==> src/rtl/inst_encoder.sv <==
// inst_encoder: streaming program loader. Packs instruction tokens into
// {op,arg} words for instruction memory, fills the jump table from label
// tokens, appends a HALT when the program lacks one, and checks every
// referenced label was defined before reporting completion.
module inst_encoder (
  input  logic       CLK,
  input  logic       reset,
  input  logic       start,
  input  logic       tok_valid,
  output logic       tok_ready,
  input  logic [1:0] tok_kind,
  input  logic [3:0] tok_op,
  input  logic [4:0] tok_arg,
  output logic       imem_we,
  output logic [8:0] imem_addr,
  output logic [8:0] imem_wdata,
  output logic       jt_we,
  output logic [4:0] jt_addr,
  output logic [8:0] jt_wdata,
  output logic       busy,
  output logic       done,
  output logic       error,
  output logic [1:0] error_code,
  output logic [9:0] inst_count
);

  localparam int unsigned IMEM_DEPTH = 512;
  localparam int unsigned JT_ENTRIES = 32;
  localparam int unsigned PC_W       = 9;
  localparam int unsigned CNT_W      = 10;

  // Opcode values from the machine definitions
  localparam logic [3:0] K_MOVE  = 4'd0;
  localparam logic [3:0] K_BEO   = 4'd10;
  localparam logic [3:0] K_BEZ   = 4'd11;
  localparam logic [3:0] K_JUMP  = 4'd12;
  localparam logic [3:0] K_HALT  = 4'd13;
  localparam logic [3:0] K_OR    = 4'd15;

  localparam logic [1:0] KIND_INST  = 2'b00;
  localparam logic [1:0] KIND_LABEL = 2'b01;
  localparam logic [1:0] KIND_END   = 2'b10;

  localparam logic [1:0] ERR_ILLEGAL = 2'b00;
  localparam logic [1:0] ERR_OVF     = 2'b01;
  localparam logic [1:0] ERR_DUP     = 2'b10;
  localparam logic [1:0] ERR_UNDEF   = 2'b11;

  typedef enum logic [2:0] {
    S_IDLE, S_LOAD, S_FINISH, S_CHECK, S_DONE, S_ERR
  } state_t;

  state_t                  state, state_next;
  logic [CNT_W-1:0]        pc, pc_next;
  logic [JT_ENTRIES-1:0]   defined, defined_next;
  logic [JT_ENTRIES-1:0]   referenced, referenced_next;
  logic                    last_halt, last_halt_next;

  logic                    imem_we_next, jt_we_next;
  logic [PC_W-1:0]         imem_addr_next, imem_wdata_next, jt_wdata_next;
  logic [4:0]              jt_addr_next;
  logic [1:0]              error_code_next;
  logic                    tok_ready_next, busy_next, done_next, error_next;

  logic                    accept;
  logic                    pc_full;
  logic                    unresolved;
  logic                    is_branch;

  assign accept     = tok_valid && tok_ready;
  assign pc_full    = (pc == CNT_W'(IMEM_DEPTH));
  assign unresolved = |(referenced & ~defined);
  assign is_branch  = (tok_op == K_BEO) || (tok_op == K_BEZ) || (tok_op == K_JUMP);
  assign inst_count = pc;

  // State, datapath and registered outputs
  always_ff @(posedge CLK) begin
    if (reset) begin
      state      <= S_IDLE;
      pc         <= '0;
      defined    <= '0;
      referenced <= '0;
      last_halt  <= 1'b0;
      imem_we    <= 1'b0;
      imem_addr  <= '0;
      imem_wdata <= '0;
      jt_we      <= 1'b0;
      jt_addr    <= '0;
      jt_wdata   <= '0;
      tok_ready  <= 1'b0;
      busy       <= 1'b0;
      done       <= 1'b0;
      error      <= 1'b0;
      error_code <= '0;
    end else begin
      state      <= state_next;
      pc         <= pc_next;
      defined    <= defined_next;
      referenced <= referenced_next;
      last_halt  <= last_halt_next;
      imem_we    <= imem_we_next;
      imem_addr  <= imem_addr_next;
      imem_wdata <= imem_wdata_next;
      jt_we      <= jt_we_next;
      jt_addr    <= jt_addr_next;
      jt_wdata   <= jt_wdata_next;
      tok_ready  <= tok_ready_next;
      busy       <= busy_next;
      done       <= done_next;
      error      <= error_next;
      error_code <= error_code_next;
    end
  end

  // Next-state selection
  always_comb begin
    state_next = state;
    case (state)
      S_IDLE, S_DONE, S_ERR: begin
        if (start) state_next = S_LOAD;
      end
      S_LOAD: begin
        if (accept) begin
          case (tok_kind)
            KIND_INST:  if (pc_full) state_next = S_ERR;
            KIND_LABEL: if (pc_full || defined[tok_arg]) state_next = S_ERR;
            KIND_END:   state_next = last_halt ? S_CHECK : S_FINISH;
            default:    state_next = S_ERR;
          endcase
        end
      end
      S_FINISH: state_next = pc_full ? S_ERR : S_CHECK;
      S_CHECK:  state_next = unresolved ? S_ERR : S_DONE;
      default:  state_next = S_IDLE;
    endcase
  end

  // Write strobes, bookkeeping updates and status for the next cycle
  always_comb begin
    pc_next         = pc;
    defined_next    = defined;
    referenced_next = referenced;
    last_halt_next  = last_halt;
    imem_we_next    = 1'b0;
    imem_addr_next  = imem_addr;
    imem_wdata_next = imem_wdata;
    jt_we_next      = 1'b0;
    jt_addr_next    = jt_addr;
    jt_wdata_next   = jt_wdata;
    error_code_next = error_code;

    case (state)
      S_IDLE, S_DONE, S_ERR: begin
        if (start) begin
          pc_next         = '0;
          defined_next    = '0;
          referenced_next = '0;
          last_halt_next  = 1'b0;
          error_code_next = '0;
        end
      end
      S_LOAD: begin
        if (accept) begin
          case (tok_kind)
            KIND_INST: begin
              if (pc_full) begin
                error_code_next = ERR_OVF;
              end else begin
                imem_we_next    = 1'b1;
                imem_addr_next  = pc[PC_W-1:0];
                imem_wdata_next = {tok_op, tok_arg};
                pc_next         = pc + CNT_W'(1);
                last_halt_next  = (tok_op == K_HALT);
                if (is_branch) referenced_next[tok_arg] = 1'b1;
              end
            end
            KIND_LABEL: begin
              if (pc_full) begin
                error_code_next = ERR_OVF;
              end else if (defined[tok_arg]) begin
                error_code_next = ERR_DUP;
              end else begin
                jt_we_next             = 1'b1;
                jt_addr_next           = tok_arg;
                jt_wdata_next          = pc[PC_W-1:0];
                defined_next[tok_arg]  = 1'b1;
              end
            end
            KIND_END: ;
            default: error_code_next = ERR_ILLEGAL;
          endcase
        end
      end
      S_FINISH: begin
        if (pc_full) begin
          error_code_next = ERR_OVF;
        end else begin
          imem_we_next    = 1'b1;
          imem_addr_next  = pc[PC_W-1:0];
          imem_wdata_next = {K_HALT, 5'd0};
          pc_next         = pc + CNT_W'(1);
        end
      end
      S_CHECK: begin
        if (unresolved) error_code_next = ERR_UNDEF;
      end
      default: ;
    endcase

    tok_ready_next = (state_next == S_LOAD);
    busy_next      = (state_next == S_LOAD) || (state_next == S_FINISH) ||
                     (state_next == S_CHECK);
    done_next      = (state_next == S_DONE);
    error_next     = (state_next == S_ERR);
  end

  // Opcode range endpoints kept for reference of the full encoding
  logic unused_ops;
  assign unused_ops = ^{K_MOVE, K_OR};

endmodule

==> config.mk <==
export PLATFORM = sky130hd
export DESIGN_NAME = inst_encoder
export DESIGN_NICKNAME = d
export VERILOG_FILES = /design/src/rtl/inst_encoder.sv
export SDC_FILE = /design/constraint.sdc
export NUM_CORES = 1
export LEC_CHECK = 0
export CORE_MARGIN = 3
export CORE_UTILIZATION = 31
export DETAILED_ROUTE_END_ITERATION = 12
export GPL_ROUTABILITY_DRIVEN = 0
export SYNTH_ARGS = -nofsm -noshare
export SYNTH_HDL_FRONTEND = slang
export SYNTH_SLANG_ARGS = --single-unit
==> constraint.sdc <==
create_clock -name CLK -period 3.5 [get_ports CLK]
set_clock_uncertainty 0.15 [all_clocks]
set_input_delay 0.7 -clock CLK [delete_from_list [all_inputs] [get_ports CLK]]
set_output_delay 0.7 -clock CLK [all_outputs]
set_load 0.1 [all_outputs]
# Word-level counts from Yosys, hierarchy flattened
# Index checks and enable logic that the tools add are counted.
# totals
wordCells	136
out_inout_bits	50
ff_bits	118
in_bits	15
# classes
add_sub_neg	1
n_reduce_logical	24
n_eq_ne	28
n_lt_le_gt_ge	2
bitwise_logic	9
mux	56
# op_table
cell	n
$mux 32	9
$pmux 32 s2	2
$or 32x32->32	2
$mux 9	7
$mux 10	4
$pmux 9 s2	2
$and 32x32->32	1
$not 32->32	1
$reduce_or 32->1	1
$pmux 10 s3	1
$ne 2x2->1 const B	9
$reduce_and 6->1	3
$eq 4x4->1 const B	4
$mux 3	5
$reduce_and 5->1	3
$eq 3x2->1 const B	4
$eq 3x3->1 const B	4
$mux 1	12
$mux 2	6
$pmux 3 s4	1
$add 10x1->10 const B	1
$eq 10x10->1 const B	1
$pmux 3 s3	1
$pmux 2 s4	1
other kinds (23)	35

# Depth between registers and ports, before layout
# Gate-level depths: netlist of run 1.
# logic_depth
depth_word	10
mapped_depth	10
ltp_nobuf	7

# Least setup slack after synthesis of run 1
# OpenSTA, ideal clock, no wires.
# synth_path
kind	register to register
start	register pc[0] (netlist: inst_count[0])
end	register defined[11]
setup_time_ps	60
synth_period_minus_slack_ps	2948
slack_ps	552
stages_incl_launch_ff	9
t_required_ps	3290
n_path_buf	1
arrival_ps	2738
cell_sequence	dfxtp_1 > inv_1 > ha_1 > nand4_1 > nand2_1 > nor4b_4 > nor4b_4 > buf_6 > a32o_2
# synth_between
elab_chain_cells	3
# synth_lines
element	line	rtl
start, declared	54	logic [CNT_W-1:0] pc, pc_next;
start signal, assigned	97	pc <= pc_next;
$eq 10x10->1	71	assign pc_full = (pc == CNT_W'(IMEM_DEPTH));
$ne 2x2->1 (no source line)	n/a	
$reduce_and 6->1 (no source line)	n/a	
end signal, assigned	98	defined <= defined_next;
end, declared	55	logic [JT_ENTRIES-1:0] defined, defined_next;
# Every way passes these cells.
# A chain may end at the register's enable or synchronous reset.

# Worst setup path in the final report of run 1
# layout_path
start	input tok_arg[0]
end	register defined[14]
# layout_between
elab_chain_cells	10
word_cells_on_any_way	15
classes_between	2 x order compare; 1 x eq/ne; 9 x mux; 1 x bitwise; 2 x reduce/logical
# layout_lines
element	line	rtl
start, declared	13	input logic [4:0] tok_arg,
$lt 5x6->1 (implied by the code) or $ge 5x1->1 (tied branches)	186	defined_next[tok_arg] = 1'b1;
$logic_and 1x1->1 (implied by the code)	186	
$mux 1 (implied by the code)	186	
$demux 1 s5	186	
$or 32x32->32 (no source line)	n/a	
$mux 32	180	end else if (defined[tok_arg]) begin
$mux 32	178	if (pc_full) begin
$mux 32	164	case (tok_kind)
$mux 32	163	if (accept) begin
$pmux 32 s2	152	case (state)
# Several ways; a longest one is shown, not always the timed one. The select of a mux whose other input is x is not followed.

==> results.md, run 1 <==
- Run status: complete, no violations
- H-tree depth: 4
- Initial Util: about a third
- First-pass GRT wire length: around 24000 um
- Synth top area share: 45.56%
- Fin crit share: between 80% and 90%
- Cell with the most instances after synthesis: dfxtp_1
- Final hold viol count: 0
- Vias in the first global route: roughly 4.5k
- Clock tree buffer depth: 2
- Chip width: 135.3 um
- Slew HR: 20.69%
- Netlist cell types: between 60 and 70
- CTS clock-pin slew for the worst setup and hold paths: 0.05 ns
- Largest net degree at the start of global routing: 46
- CTS tree: done
- Post-CTS repair timing setup buffer count: 0
- DR WL/cell: 17.75 um
- Row Count: 46
- Hold buffer count at cts: 0
- RSZ-0062 raised after global routing: false
- Initial antenna violation count: 0
- Die Ht: 135.3 um
- WL final: ~15000 um
- Lkg Pwr: 2.488 nW
- Post-layout power: 3.526 mW
- Cts bufs inserted: 17
- Critical path type: primary input to flop
- Fin crit period: 3.102 ns
- Setup TNS: 0 ns
- Predominant post-synthesis flop cell: dfxtp_1
- Hold Crit Class: flop to flop
- Area grow syn2layout: 28.09%
- Sequential area share after synthesis: 45.56%
- Final setup fails: 0
- Post-DP Area: 6033 um2
- Ports: 65
- Final net count: 655
- Final Max Tran Viols: 0
- Yosys warnings: 0
- All-layer global routing usage: 16.97%
- DRC viols: 0
- EDFF count, synth: 0
- Ys async rst share: 0%
- Core area: 16120 um2
- Area leader, netlist: dfxtp_1
- Total power divided by cell area: around 530 nW/um2
- PostCTS Resize Cnt: 0
- CP required: 3.70 ns
- Hold_ws: 0.3041 ns
- Final Cell Area: 6641 um2
- Clock Latency Late Sink: 0.42 ns
- Post-route antenna net violation count: 0
- Worst Path Max Fanout: 33
- Highest Clock Rate: 322.4 MHz
- Post-DP HPWL: 10840 um
- Max_cap viols: 0
- Cell area after synthesis: 5185 um2
- Peak supply drop: 0.3398 mV
- Worst-Margin Slew: 1.187 ns
- Cells after Synth: 566
- FF+latch count, synth: 118
- Synth area leaders: dfxtp_1, nor2_1, a32o_1
- Syn_nets: 583
- Drt initial violations: 333
- Full die area: 18310 um2
- PortBufs: 64
- Post-synth top cells: dfxtp_1, nor2_1, a21oi_1
- Layout cell share with drive strength beyond 1: 21.51%
- Avg Cell Area, Syn: 9.161 um2
- Clock root buffer: clkbuf_16
- Post-DR vias/cell: 5.392
- Clock sink count: 118
- Final core occ: 41.21%
- WP data arrival: 3.30 ns
- Vias: 4675
- Layout fillers: about 1.6k
- Number of diodes: 0
- Worst setup EP type: flop
- GRT overflow: 0
- DR pass1 iterations: 6
- Startpoint types: primary input
## registers in the layout, indices dropped and copies added, names as in the netlist
signal	cells
imem_we	1
referenced	32
state	3
jt_addr	5
jt_wdata	9
imem_wdata	9
error_code	2
busy	1
defined	32
error	1
done	1
last_halt	1
imem_addr	9
inst_count	10
jt_we	1
tok_ready	1
## stage by stage
step,instances,worst slack [ns]
5_1_grt,867,0.2589
3_3_place_gp,835,0.02672
3_5_place_dp,835,-0.01251
4_1_cts,867,0.3918
2_1_floorplan,566,0.5522
6_report,867,0.3982
## worst max-delay path, cell delays in order
cell and delay [ns]:
clkdlybuf4s50_1 0.62, mux4_1 0.61, a22oi_2 0.21, nand3_2 0.13
nor4b_4 0.28, nor4b_4 0.30, buf_12 0.23, a32o_1 0.20
## layer usage
metal	global-route usage (%)	wire [um]	share of wire [%]
met1	21.10	6510	42
met2	28.57	7490	49
met3	3.678	1034	6.7
met4	6.943	352	2.3
met5	0	0	0
## report_power, final
group / leakage (nW) / internal (mW) / switching (mW)
logic: 1.24 / 0.100 / 0.239
registers: 0.952 / 1.36 / 0.0141
clock network: 0.291 / 1.21 / 0.607
## path summary, 6_finish.rpt
check	from	cells past startpoint	slack [ns]	endpoint
max	tok_arg[0]	8	0.40	defined[14]$_SDFFE_PP0P_
min	imem_addr[2]$_SDFFE_PP0P_	2	0.30	imem_addr[2]$_SDFFE_PP0P_
max reg2reg	state[2]$_SDFF_PP0_	7	0.55	referenced[29]$_SDFFE_PP0P_
min reg2reg	imem_addr[2]$_SDFFE_PP0P_	2	0.30	imem_addr[2]$_SDFFE_PP0P_
## area by class of cell
cell class | count | area, um2 | area share, %
repair buffers | 96 | 780.7 | 11.76
flip-flops and latches | 118 | 2362 | 35.57
well taps | 216 | 270.3 | 4.069
clock buffers | 23 | 457.9 | 6.895
clock inverters | 9 | 150.1 | 2.261
inverters | 40 | 150.1 | 2.261
multi-input cells | 365 | 2470 | 37.19
## cell usage in the layout (no fill, tap or decap), drive strengths merged, types with 4 or more instances in the layout
| cell type | n |
|---|---|
| inv | 40 |
| nor2b | 4 |
| nand4 | 5 |
| mux2i | 18 |
| nor3 | 10 |
| buf | 82 |
| nor3b | 4 |
| nor4b | 8 |
| clkdlybuf4s50 | 14 |
| nand2b | 5 |
| nand2 | 37 |
| clkbuf | 23 |
| nand3 | 9 |
| bufinv | 4 |
| and3 | 6 |
| o22ai | 17 |
| nor2 | 75 |
| o21ai | 7 |
| and2 | 5 |
| mux4 | 6 |
| a32o | 32 |
| xor2 | 5 |
| a211oi | 4 |
| nor4 | 7 |
| dfxtp | 118 |
| a21oi | 52 |
| o211ai | 4 |
## logic make-up after synthesis
| logic type | after synthesis | share of synthesized area (%) |
|---|---|---|
| buffers and inverters | 83 | 7.022 |
| multiplexers | 27 | 6.950 |
| adder cells (fa/ha/maj) | 2 | 0.4825 |
| XOR/XNOR | 5 | 0.8446 |
| flip-flops | 118 | 45.56 |
| AND/OR/NAND/NOR | 188 | 19.16 |
| AO/OA/AOI/OAI | 143 | 19.98 |
(Power assumes the default switching activity.)
==> run 2, diff against run 1 <==
--- a/config.mk
+++ b/config.mk
@@ -5,6 +5,7 @@
 export SDC_FILE = /design/constraint.sdc
 export NUM_CORES = 1
 export LEC_CHECK = 0
+export CORE_ASPECT_RATIO = 1.4
 export CORE_MARGIN = 3
 export CORE_UTILIZATION = 31
 export DETAILED_ROUTE_END_ITERATION = 12
==> results.md, run 2 (synthesis results as in run 1) <==
- Worst Path Max Fanout: 33 (unchanged)
- Worst-Margin Slew: 1.123 ns (-0.06321 ns)
- Fin crit share: 90.94% (+2.3 points)
- CP required: 3.69 ns (about the same)
- Lkg Pwr: 2.493 nW (+0.22%)
- Final core occ: 40.74% (-0.47 points)
- Largest net degree at the start of global routing: 41 (-11%)
- CTS clock-pin slew for the worst setup and hold paths: 0.05 ns (about the same)
- Cts bufs inserted: 17 (unchanged)
- Number of diodes: 0 (unchanged)
- Post-DP Area: 6012 um2 (-0.35%)
- Post-CTS repair timing setup buffer count: 0 (unchanged)
- Final Cell Area: 6645 um2 (about the same)
- PortBufs: 64 (unchanged)
- Layout cell share with drive strength beyond 1: 21.97% (+0.46 points)
- Final hold viol count: 0 (unchanged)
- Full die area: 18340 um2 (+0.12%)
- Clock root buffer: clkbuf_16
- DR pass1 iterations: 5 (-1)
- Setup WS post-layout: 0.3170 ns (-0.08127 ns)
- Hold Crit Class: flop to flop
- Vias: 4731 (+1.2%)
- RSZ-0062 raised after global routing: false
- Peak supply drop: 0.3254 mV (-4.3%)
- Final net count: 655 (unchanged)
- Setup TNS: 0 ns (unchanged)
- Hold_ws: 0.2991 ns (-0.005011 ns)
- Startpoint types: primary input
- DRC viols: 0 (unchanged)
- CTS tree: done
- Final setup fails: 0 (unchanged)
- DR WL/cell: 18.42 um (+3.7%)
- Area grow syn2layout: 28.16% (about the same)
- Max_cap viols: 0 (unchanged)
- H-tree depth: 4 (unchanged)
- Slew HR: 24.92% (+4.2 points)
- WL final: 15650 um (+1.7%)
- Layout Cells excl Fill: 850 (-2.0%)
- PostCTS Resize Cnt: 0 (unchanged)
- All-layer global routing usage: 17.04% (+0.070 points)
- Post-route antenna net violation count: 0 (unchanged)
- First-pass GRT wire length: 24610 um (+1.6%)
- Total power divided by cell area: 535.7 nW/um2 (+0.90%)
- Post-DR vias/cell: 5.566 (+3.2%)
- Die Ht: 159.0 um (+18%)
- Placed Cells: 818 (-2.0%)
- Run status: complete, no violations
- Post-DP HPWL: 11280 um (+4.0%)
- Worst setup EP type: flop
- Highest Clock Rate: 314.2 MHz (-2.6%)
- DP Worst Slack: -0.06701 ns (-0.05450 ns)
- Core area: 16310 um2 (+1.2%)
- Critical path type: primary input to flop
- Post-layout power: 3.560 mW (+0.96%)
- Most frequent cells in the layout: dfxtp_1, buf_4, nor2_1
- GRT overflow: 0 (unchanged)
- Ports: 65 (unchanged)
- Vias in the first global route: 4644 (+2.3%)
- Chip width: 115.3 um (-15%)
- WP data arrival: 3.38 ns (+0.08 ns)
- Row Count: 55 (+20%)
- Final Max Tran Viols: 0 (unchanged)
- Hold buffer count at cts: 0 (unchanged)
- Fin crit period: 3.183 ns (+0.08127 ns)
- Commonest non-fill, non-tap cell in the layout: dfxtp_1
- Clock Latency Late Sink: 0.41 ns (about the same)
- Drt initial violations: 426 (+28%)
- Initial antenna violation count: 0 (unchanged)
- Initial Util: 31.79% (-0.38 points)
- Clock sink count: 118 (unchanged)
- Clock tree buffer depth: 2 (unchanged)
==> run 2: cell types whose count changed in the layout (fill, tap and decap cells not counted), sizes merged <==
cell      change
clkbuf        -2
clkinvlp      +2
clkinv        -1
inv           +1
==> run 2: power by group <==
group	switching (mW)	leakage, nW	internal (mW)	total (mW)
sequential	0.0145	0.952	1.36	1.37
clock	0.615	0.296	1.23	1.85
combinational	0.240	1.24	0.100	0.340
==> run 2: worst max-delay path, cell delays in order <==
cell and delay, ns:
clkdlybuf4s50_1 0.61, buf_4 0.23, mux4_1 0.55, nand2_1 0.13
nand3_2 0.11, nor4b_4 0.30, nor4b_4 0.30, buf_12 0.23
a32o_1 0.19
==> run 2: area by class of cell <==
cell class                      count  area [um2]
Fill cell                        1582        9664
Multi-Input combinational cell    365        2470
Sequential cell                   118        2362
Timing Repair Buffer               96       780.7
Clock buffer                       21       460.4
Tap cell                          199       249.0
Clock inverter                     11       172.7
Inverter                           40       150.1
==> run 2: path summary, 6_finish.rpt <==
kind	start	end	slack, ns	cells after the start
worst max register to register	state[0]$_SDFF_PP0_	referenced[5]$_SDFFE_PP0P_	0.59	7
worst min-delay path	imem_wdata[6]$_SDFFE_PP0P_	imem_wdata[6]$_SDFFE_PP0P_	0.30	2
worst min register to register	imem_wdata[6]$_SDFFE_PP0P_	imem_wdata[6]$_SDFFE_PP0P_	0.30	2
worst max-delay path	tok_arg[0]	defined[2]$_SDFFE_PP0P_	0.32	9
==> run 2: routing by layer <==
metal	vias to the layer above	wire length [um]	share of wire [%]	global-route usage (%)
met5	-	0	0	0
met2	197	8036	51	29.45
met1	2296	6043	39	18.73
met4	0	773	4.9	10.30
met3	49	800	5.1	3.536
li1	2189	-	-	-
